File: config.mk
export PLATFORM = sky130hd
export DESIGN_NAME = mc_control
export DESIGN_NICKNAME = d
export VERILOG_FILES = /design/src/rtl/mc_control.sv
export SDC_FILE = /design/constraint.sdc
export NUM_CORES = 1
export LEC_CHECK = 0
export CAP_MARGIN = 20
export CORE_AREA = 3 3 108 58
export DETAILED_ROUTE_END_ITERATION = 12
export DIE_AREA = 0 0 111 61
export PLACE_DENSITY = 0.79
export SLEW_MARGIN = 20
export SYNTH_ARGS = -nofsm -noshare
export SYNTH_HDL_FRONTEND = slang
export SYNTH_SLANG_ARGS = --single-unit
File: constraint.sdc
create_clock -name clk -period 3.2 [get_ports clk]
set_input_delay 0.48 -clock clk [delete_from_list [all_inputs] [get_ports clk]]
set_output_delay 0.48 -clock clk [all_outputs]
set_load 0.005 [all_outputs]
File: src/rtl/mc_control.sv
// ---------------------------------------------------------------------------
// mc_control
//   Multi-cycle MIPS control unit. A Moore FSM walks each instruction through
//   FETCH / DECODE / execute / memory / write-back over a single shared,
//   wait-stated memory port. It also provides a memory-timeout trap, an
//   illegal-instruction trap and a retired-instruction counter.
//
// Ports
//   clk, rst          rising-edge clock, asynchronous active-high reset
//   opcode, funct     IR[31:26] and IR[5:0]
//   zero              ALU zero flag (gated into the PC load by the datapath)
//   mem_ready         memory completes the current request this cycle
//   mem_req, mem_we   memory request / write qualifier
//   i_or_d            memory address select (0 = PC, 1 = ALUOut)
//   ir_write          IR load enable
//   pc_write          unconditional PC load
//   pc_wr_cond        PC load qualified by zero (BEQ)
//   pc_src            0 = PC+4, 1 = branch target, 2 = jump target
//   alu_src_a/b       ALU operand selects
//   alu_op, ext_op    ALU function, immediate extension mode
//   reg_dst, mem2reg  write-back destination and data selects
//   reg_write         register-file write enable
//   exc, exc_cause    trap pulse and sticky cause (1 illegal, 2 bus timeout)
//   retired           count of completed instructions (wraps)
// ---------------------------------------------------------------------------
module mc_control #(
    parameter int ALUOP_W     = 4,
    parameter int MEM_TIMEOUT = 16,
    parameter int CNT_W       = 32
) (
    input  logic               clk,
    input  logic               rst,
    input  logic [5:0]         opcode,
    input  logic [5:0]         funct,
    input  logic               zero,
    input  logic               mem_ready,
    output logic               mem_req,
    output logic               mem_we,
    output logic               i_or_d,
    output logic               ir_write,
    output logic               pc_write,
    output logic               pc_wr_cond,
    output logic [1:0]         pc_src,
    output logic               alu_src_a,
    output logic [1:0]         alu_src_b,
    output logic [ALUOP_W-1:0] alu_op,
    output logic               ext_op,
    output logic               reg_dst,
    output logic               mem2reg,
    output logic               reg_write,
    output logic               exc,
    output logic [1:0]         exc_cause,
    output logic [CNT_W-1:0]   retired
);

    // ALU / extender / destination encodings shared with the datapath
    localparam logic [ALUOP_W-1:0] ALUOP_ADDU = ALUOP_W'(0);
    localparam logic [ALUOP_W-1:0] ALUOP_SUBU = ALUOP_W'(1);
    localparam logic [ALUOP_W-1:0] ALUOP_ORI  = ALUOP_W'(3);
    localparam logic EXT_ZERO   = 1'b0;
    localparam logic EXT_SIGNED = 1'b1;
    localparam logic REG_DST_RT = 1'b0;
    localparam logic REG_DST_RD = 1'b1;

    localparam logic [5:0] OP_RTYPE = 6'h00;
    localparam logic [5:0] OP_J     = 6'h02;
    localparam logic [5:0] OP_BEQ   = 6'h04;
    localparam logic [5:0] OP_ORI   = 6'h0D;
    localparam logic [5:0] OP_LW    = 6'h23;
    localparam logic [5:0] OP_SW    = 6'h2B;
    localparam logic [5:0] FN_ADDU  = 6'h21;
    localparam logic [5:0] FN_SUBU  = 6'h23;

    localparam logic [3:0] S_FETCH  = 4'd0;
    localparam logic [3:0] S_DECODE = 4'd1;
    localparam logic [3:0] S_EX_R   = 4'd2;
    localparam logic [3:0] S_EX_ORI = 4'd3;
    localparam logic [3:0] S_ADDR   = 4'd4;
    localparam logic [3:0] S_MEM_RD = 4'd5;
    localparam logic [3:0] S_MEM_WR = 4'd6;
    localparam logic [3:0] S_WB_R   = 4'd7;
    localparam logic [3:0] S_WB_MEM = 4'd8;
    localparam logic [3:0] S_BRANCH = 4'd9;
    localparam logic [3:0] S_JUMP   = 4'd10;
    localparam logic [3:0] S_TRAP   = 4'd11;

    localparam int WCNT_W = (MEM_TIMEOUT < 2) ? 1 : $clog2(MEM_TIMEOUT + 1);

    logic [3:0]        state;
    logic [3:0]        state_nxt;
    logic [WCNT_W-1:0] wait_cnt;
    logic              in_mem_state;
    logic              mem_wait;
    logic              timeout_hit;
    logic              retire;
    logic              rtype_ok;

    // zero is applied to the PC load inside the datapath, not here
    logic unused_zero;
    assign unused_zero = zero;

    assign rtype_ok     = (funct == FN_ADDU) || (funct == FN_SUBU);
    assign in_mem_state = (state == S_FETCH) || (state == S_MEM_RD) || (state == S_MEM_WR);
    assign mem_wait     = in_mem_state && !mem_ready;
    // The cycle that would push the counter to MEM_TIMEOUT traps instead;
    // a mem_ready on that cycle clears mem_wait and so takes precedence.
    assign timeout_hit  = mem_wait && (wait_cnt == WCNT_W'(MEM_TIMEOUT - 1));

    assign retire = (state == S_WB_R) || (state == S_WB_MEM) ||
                    (state == S_BRANCH) || (state == S_JUMP) ||
                    ((state == S_MEM_WR) && mem_ready);

    always_comb begin
        state_nxt = state;
        case (state)
            S_FETCH: begin
                if (mem_ready)        state_nxt = S_DECODE;
                else if (timeout_hit) state_nxt = S_TRAP;
            end
            S_DECODE: begin
                case (opcode)
                    OP_RTYPE: state_nxt = rtype_ok ? S_EX_R : S_TRAP;
                    OP_ORI:   state_nxt = S_EX_ORI;
                    OP_LW,
                    OP_SW:    state_nxt = S_ADDR;
                    OP_BEQ:   state_nxt = S_BRANCH;
                    OP_J:     state_nxt = S_JUMP;
                    default:  state_nxt = S_TRAP;
                endcase
            end
            S_EX_R,
            S_EX_ORI: state_nxt = S_WB_R;
            S_ADDR:   state_nxt = (opcode == OP_SW) ? S_MEM_WR : S_MEM_RD;
            S_MEM_RD: begin
                if (mem_ready)        state_nxt = S_WB_MEM;
                else if (timeout_hit) state_nxt = S_TRAP;
            end
            S_MEM_WR: begin
                if (mem_ready)        state_nxt = S_FETCH;
                else if (timeout_hit) state_nxt = S_TRAP;
            end
            default:  state_nxt = S_FETCH;
        endcase
    end

    always_ff @(posedge clk or posedge rst) begin
        if (rst) begin
            state     <= S_FETCH;
            wait_cnt  <= '0;
            exc_cause <= 2'd0;
            retired   <= '0;
        end else begin
            state <= state_nxt;
            // Any state change restarts the count, so each memory state
            // begins its wait budget from zero.
            if (state_nxt != state)
                wait_cnt <= '0;
            else if (mem_wait)
                wait_cnt <= wait_cnt + WCNT_W'(1);
            if (state_nxt == S_TRAP)
                exc_cause <= (state == S_DECODE) ? 2'd1 : 2'd2;
            if (retire)
                retired <= retired + CNT_W'(1);
        end
    end

    // Output decode. Everything is forced low while rst is high so that an
    // aborted instruction cannot leave a write strobe active.
    always_comb begin
        mem_req    = 1'b0;
        mem_we     = 1'b0;
        i_or_d     = 1'b0;
        ir_write   = 1'b0;
        pc_write   = 1'b0;
        pc_wr_cond = 1'b0;
        pc_src     = 2'd0;
        alu_src_a  = 1'b0;
        alu_src_b  = 2'd0;
        alu_op     = '0;
        ext_op     = 1'b0;
        reg_dst    = 1'b0;
        mem2reg    = 1'b0;
        reg_write  = 1'b0;
        exc        = 1'b0;
        if (!rst) begin
            case (state)
                S_FETCH: begin
                    mem_req   = 1'b1;
                    alu_src_b = 2'd1;
                    alu_op    = ALUOP_ADDU;
                    if (mem_ready) begin
                        ir_write = 1'b1;
                        pc_write = 1'b1;
                    end
                end
                S_DECODE: begin
                    // Branch target computed speculatively into ALUOut
                    alu_src_b = 2'd3;
                    ext_op    = EXT_SIGNED;
                    alu_op    = ALUOP_ADDU;
                end
                S_EX_R: begin
                    alu_src_a = 1'b1;
                    alu_op    = (funct == FN_SUBU) ? ALUOP_SUBU : ALUOP_ADDU;
                end
                S_EX_ORI: begin
                    alu_src_a = 1'b1;
                    alu_src_b = 2'd2;
                    ext_op    = EXT_ZERO;
                    alu_op    = ALUOP_ORI;
                end
                S_ADDR: begin
                    alu_src_a = 1'b1;
                    alu_src_b = 2'd2;
                    ext_op    = EXT_SIGNED;
                    alu_op    = ALUOP_ADDU;
                end
                S_MEM_RD: begin
                    mem_req = 1'b1;
                    i_or_d  = 1'b1;
                end
                S_MEM_WR: begin
                    mem_req = 1'b1;
                    mem_we  = 1'b1;
                    i_or_d  = 1'b1;
                end
                S_WB_R: begin
                    reg_write = 1'b1;
                    // ORI shares this state but writes rt
                    reg_dst   = (opcode == OP_RTYPE) ? REG_DST_RD : REG_DST_RT;
                end
                S_WB_MEM: begin
                    reg_write = 1'b1;
                    reg_dst   = REG_DST_RT;
                    mem2reg   = 1'b1;
                end
                S_BRANCH: begin
                    alu_src_a  = 1'b1;
                    alu_op     = ALUOP_SUBU;
                    pc_wr_cond = 1'b1;
                    pc_src     = 2'd1;
                end
                S_JUMP: begin
                    pc_write = 1'b1;
                    pc_src   = 2'd2;
                end
                S_TRAP: begin
                    exc = 1'b1;
                end
                default: begin
                end
            endcase
        end
    end

endmodule

# ---- Word-level counts from Yosys, hierarchy flattened
# Cells that the tools add are included.
dict set report totals {
  regBits 43
  input_bits 16
  elab_cells 93
  out_inout_bits 54
}
dict set report classes {
  add_sub_neg 2
  muxes 44
  reduce_logical 22
  n_eq_ne 21
}
# operator n
set ops {}
lappend ops {{$add 32x1->32 const B} 1}
lappend ops {{$mux 1} 26}
lappend ops {{$eq 6x6->1 const B} 4}
lappend ops {{$pmux 4 s6} 1}
lappend ops {{$eq 4x4->1 const B} 5}
lappend ops {{$mux 4} 5}
lappend ops {{$pmux 4 s5} 1}
lappend ops {{$eq 4x3->1 const B} 4}
lappend ops {{$pmux 2 s3} 2}
lappend ops {{$reduce_or 2->1} 6}
lappend ops {{$mux 2} 5}
lappend ops {{$mux 5} 2}
lappend ops {{$eq 4x2->1 const B} 2}
lappend ops {{$logic_or 1x1->1} 7}
lappend ops {{$eq 6x2->1 const B} 1}
lappend ops {{$eq 6x3->1 const B} 1}
lappend ops {{$eq 6x4->1 const B} 1}
lappend ops {{$logic_not 6->1} 1}
lappend ops {{$add 5x1->5 const B} 1}
lappend ops {{$eq 5x4->1 const B} 1}
lappend ops {{$eq 4x1->1 const B} 1}
lappend ops {{$logic_not 4->1} 1}
lappend ops {{$ne 4x4->1} 1}
lappend ops {{$pmux 2 s2} 1}
lappend ops {{6 further kinds} 8}

# ---- Longest topological paths before layout
dict set report logic_depth {
  depth_word 10
  mapped_depth 9
  depth_no_buf 9
}

# ---- Worst setup path before layout
# No wires, ideal clock.
dict set report synth_path {
  kind {register to register}
  startpoint {register wait_cnt[0]}
  endpoint {register wait_cnt[4]}
  stages_incl_launch_ff 10
  arrival_ns 2.105
  period_less_slack_ns 2.192
  path_slack_ns 1.008
  path_buffers 0
  t_required_ns 3.113
  setup_ns 0.087
  path_cell_list {dfrtp_1 -> ha_1 -> and3_1 -> ha_1 -> or3b_1 -> o21ai_1 -> o21ai_0 -> nor4_1 -> o211ai_2 -> a211oi_2}
}
dict set report synth_between {
  elab_chain_len 7
  elab_cells_between_ends 12
  cone_classes {add/sub (1); eq/ne (2); mux (7); reduce/logical (2)}
}
# element line_no
set synth_rtl {}
lappend synth_rtl {{start, declared} 91} ;# logic [WCNT_W-1:0] wait_cnt;
lappend synth_rtl {{start signal, assigned} 159} ;# wait_cnt <= wait_cnt + WCNT_W'(1);
lappend synth_rtl {{$eq 5x4->1} 107} ;# assign timeout_hit = mem_wait && (wait_cnt == WCNT_W'(MEM_TIMEOUT - 1));
lappend synth_rtl {{$logic_and 1x1->1} 107}
lappend synth_rtl {{$mux 4} {118, 136, 140}}
lappend synth_rtl {{$mux 4 (on tied branches)} {139, 117, 135}}
lappend synth_rtl {{$pmux 4 s6} 115} ;# case (state)
lappend synth_rtl {{$ne 4x4->1} 156} ;# if (state_nxt != state)
lappend synth_rtl {{$mux 5 or $reduce_bool 2->1 (tied branches)} --}
# Parallel ways exist; a longest one is shown, timed or not. The select of a mux whose other input is x is not followed.
# A chain may end at the register's enable or synchronous reset.

# ---- Worst setup path in the final report
dict set report layout_path {
  startpoint {register state[1]}
  endpoint {output port alu_src_b[1]}
}
dict set report layout_between {
  elab_chain_len 4
  elab_cells_between_ends 7
  cone_classes {eq/ne (3); mux (2); reduce/logical (2)}
}
# element line_no
set layout_rtl {}
lappend layout_rtl {{start, declared} 89} ;# logic [3:0] state;
lappend layout_rtl {{start signal, assigned} 153} ;# state <= state_nxt;
lappend layout_rtl {{$eq 4x3->1 or $eq 4x2->1 (tied branches)} 186} ;# case (state)
lappend layout_rtl {{$reduce_or 2->1 (no source line)} --}
lappend layout_rtl {{$pmux 2 s3 (*)} 186}
lappend layout_rtl {{$mux 2 (*)} 185} ;# if (!rst) begin
lappend layout_rtl {{end, declared} 45} ;# output logic [1:0] alu_src_b,
# Mark *: on every way between the ends. The rest lies on a longest branch, timed or not.

==> metrics.csv <==
stage,metric,value,unit
critical_path,crit_slowest_cell,dfrtp_1,
layout,drive_gt1_frac,0.0938,
power_and_ir_drop,cellPowerDensity,583,mW/mm2
critical_path,path_cells,nand2b_1 > or3_1 > a21oi_1 > or2_2 > clkdlybuf4s50_1,
yosys,synth_top_area_frac,0.412,
critical_path,crit_fanout,18,
floorplanning,die_height,61,um
sta,setup_viol,0,
hold_path,holdPathEnd,retired[31]$_DFFE_PP0P_,
yosys,syn_area_per_cell,9.45,um2
critical_path,crit_path_max_incr_delay,570,ps
sta,rsz0062_at_grt,no,
critical_path,cp_data_arrival_time,2430,ps
critical_path,path_delay_family,simple AND/OR/NAND/NOR gates,
route,wire_per_inst,14.4,um
yosys,synth_top_family_by_area,simple AND/OR/NAND/NOR gates,
yosys,synth-xor-area-share,0.114,
layout,multi_input_area,0.00142,mm2
sta,hold_viol,0,
cts,cts_sinks,43,
critical_path,rr_endpoint,retired[19]$_DFFE_PP0P_,
layout,fin_util,0.631,
global_route,met1_usage,0.222,
yosys,netlist_instances,276,
sta,period_minus_slack,2910,ps
layout,antenna_cells,0,
cts,clk_latency,310,ps
critical_path,r2r_start,state[3]$_DFF_PP0_,
sta,post-route-period-util,0.908,
global_route,grtUsageMet3,0.0369,
cts,clk_root_buffer_cell,clkbuf_8,
hold_path,holdPathStages,1,
floorplanning,dieArea,0.00677,mm2
cts,clk_pin_slew,80,ps
placed_design,post-place-ws,503,ps
placed_design,gp_congestion,0.803,
global_route,grt.busiest_layer,met2,
sta,fin_skew,7.03,ps
yosys,muxShareOfSynthArea,0.0235,
critical_path,start_kind,flip-flop,
layout,nets,359,
sta,final_max_slew_viol_count,0,
yosys,synth-edff-count,0,
layout,areaGrowthSynthToFinish,30.5,%
route,drtPass1Iterations,4,
yosys,synthFlopType,dfrtp_1,
route,vias,2229,
yosys,yosys_register_bits,43,
yosys,synth.most_common_cell,dfrtp_1,
yosys,ys_seq_area_frac,0.412,
floorplanning,die_w,111,um
placed_design,place.port_buffers,66,
yosys,yosys.area.top_type,dfrtp_1,
critical_path,reg2regPathDepth,6,
cts,holdBufCountCts,0,
global_route,grt_pass1_vias,2204,
cts,htree_levels,2,
cts,cts.path.max_buffers,2,
yosys,netlist_top_cells_count,"dfrtp_1 (43), nor2_1 (25), nand2_1 (23)",
global_route,grt_use_met2,0.347,
layout,n_fill_cell,468,
sta,fin_setup_tns,0,ps
global_route,overflow,0,
critical_path,worst-path-buf-inv,1,
yosys,async_flop_share,1.00,
global_route,track_usage,0.186,
floorplanning,row_count,19,
sta,max_freq,344,MHz
floorplanning,start_util,0.483,
hold_path,min_path_type,reg -> reg,
yosys,synthAdderAreaFrac,0.0144,
yosys,yosysWarnings,0,
route,drc_errors,0,
route,via_per_inst,5.38,
route,ant_nets,0,
yosys,yosys.area_share.simple,0.291,
cts,cts_tree,yes,
run_status,status,finished clean,
floorplanning,ios,70,
layout,regArea,0.00108,mm2
run,max_cap_violations,0,
route,drt_iter0_drc,61,
global_route,antenna_found_initial,0,
critical_path,crit_required,2720,ps
sta,maxSlewHeadroom,0.563,
sta,layout_setup_ws,294,ps
global_route,grt_max_degree,44,
power_and_ir_drop,leakage,1.46,nW
critical_path,endpoint_kind,output port,
yosys,synth_area,0.00261,mm2
power_and_ir_drop,ir_drop,0.259,mV
hold_path,hp-start,retired[31]$_DFFE_PP0P_,
yosys,synthTopCellsByArea,"dfrtp_1 (41%), xor2_1 (6.0%), xnor2_1 (5.4%)",
placed_design,place.detailed.hpwl,4440,um
yosys,synth_compound_area_frac,0.0964,
placed_design,dpl_cell_area,0.00331,mm2
global_route,grt_pass1_wl,10100,um
cts,cts_setup_buffers,0,
route,wirelength,5980,um
critical_path,rrSetupSlack,620,ps
sta,worst_pin_slew,655,ps
floorplanning,core_area,0.00540,mm2
critical_path,crit_type,reg -> out,
cts,cts_made_buffers,5,
cts,cts_resized,0,
layout,final_area,0.00340,mm2
yosys,synth.distinct_cells,62,
worst max path at each step:
stage	from	to	slack (ps)	cells after the start
finish	state[1]$_DFF_PP0_	alu_src_b[1]	290	5
global route	state[1]$_DFF_PP0_	alu_src_b[1]	170	5
CTS	state[1]$_DFF_PP0_	alu_src_b[1]	280	5
detailed placement	rst	pc_write	500	6
global placement	rst	pc_write	520	6
floorplan	wait_cnt[0]$_DFFE_PP0P_	wait_cnt[4]$_DFFE_PP0P_	1010	9
kinds of logic (layout without fill, tap and decap cells):
group                    after synthesis  after routing
flip-flops                            43             43
multiplexers                           5              5
AND/OR/NAND/NOR                      133            133
buffers and inverters                 24             88
AO/OA/AOI/OAI                         33             33
XOR/XNOR                              34             34
other                                  1              2
adder cells (fa/ha/maj)                3              3
state kept, by name, summed over array words and instances, names as in the netlist:
| signal | flops |
|---|---|
| exc_cause | 2 |
| wait_cnt | 5 |
| retired | 32 |
| state | 4 |
layer usage:
metal  routed length [um]  up-vias  share of wire
li1                     -     1084              -
met1                 2760     1084           0.46
met3                  273        8          0.046
met2                 2870       53           0.48
met5                    0        -              0
met4                   85        0          0.014
cell usage in the layout, fill, tap and decap left out, drive strengths merged, types with 3 or more instances in the layout:
cell type,instances
a211oi,5
a21oi,3
a31oi,6
and2,5
and3,8
and4,6
buf,4
clkbuf,5
clkdlybuf4s50,66
dfrtp,43
ha,3
inv,11
mux2,3
nand2,24
nand3,15
nand4,5
nor2,26
nor2b,9
nor3,13
nor4,4
o21ai,8
or2,4
xnor2,16
xor2,18
final cells by class:
cell class                 count  area share
inverter                      10      0.0110
clock buffer                   5      0.0202
sequential                    43       0.316
clock inverter                 3     0.00699
tap                           73      0.0268
timing repair buffer          70       0.203
multi-input combinational    210       0.416
report_power, final:
part	internal [W]	total (W)	switching, W
clock network	0.000156	0.000351	0.000195
registers	0.000612	0.000749	0.000137
logic	0.000454	0.000884	0.000431
total	0.00122	0.00198	0.000762
stage by stage:
step | hold WS (ps) | std cells | total power [W]
finish | 483 | 414 | 0.00198
global route | 517 | 414 | 0.00213
CTS | 490 | 414 | 0.00200
detailed placement | 478 | 406 | 0.00164
global placement | 463 | 406 | 0.00161
floorplan | 465 | 277 | 0.00133
worst reg2reg max path, delay by kind of cell (launching register included):
kind	cells	cell delay [ps]
AND/OR/NAND/NOR	4	1170
flip-flops	1	770
AO/OA/AOI/OAI	1	400
XOR/XNOR	1	160
Power figures use the tool's default switching activity.
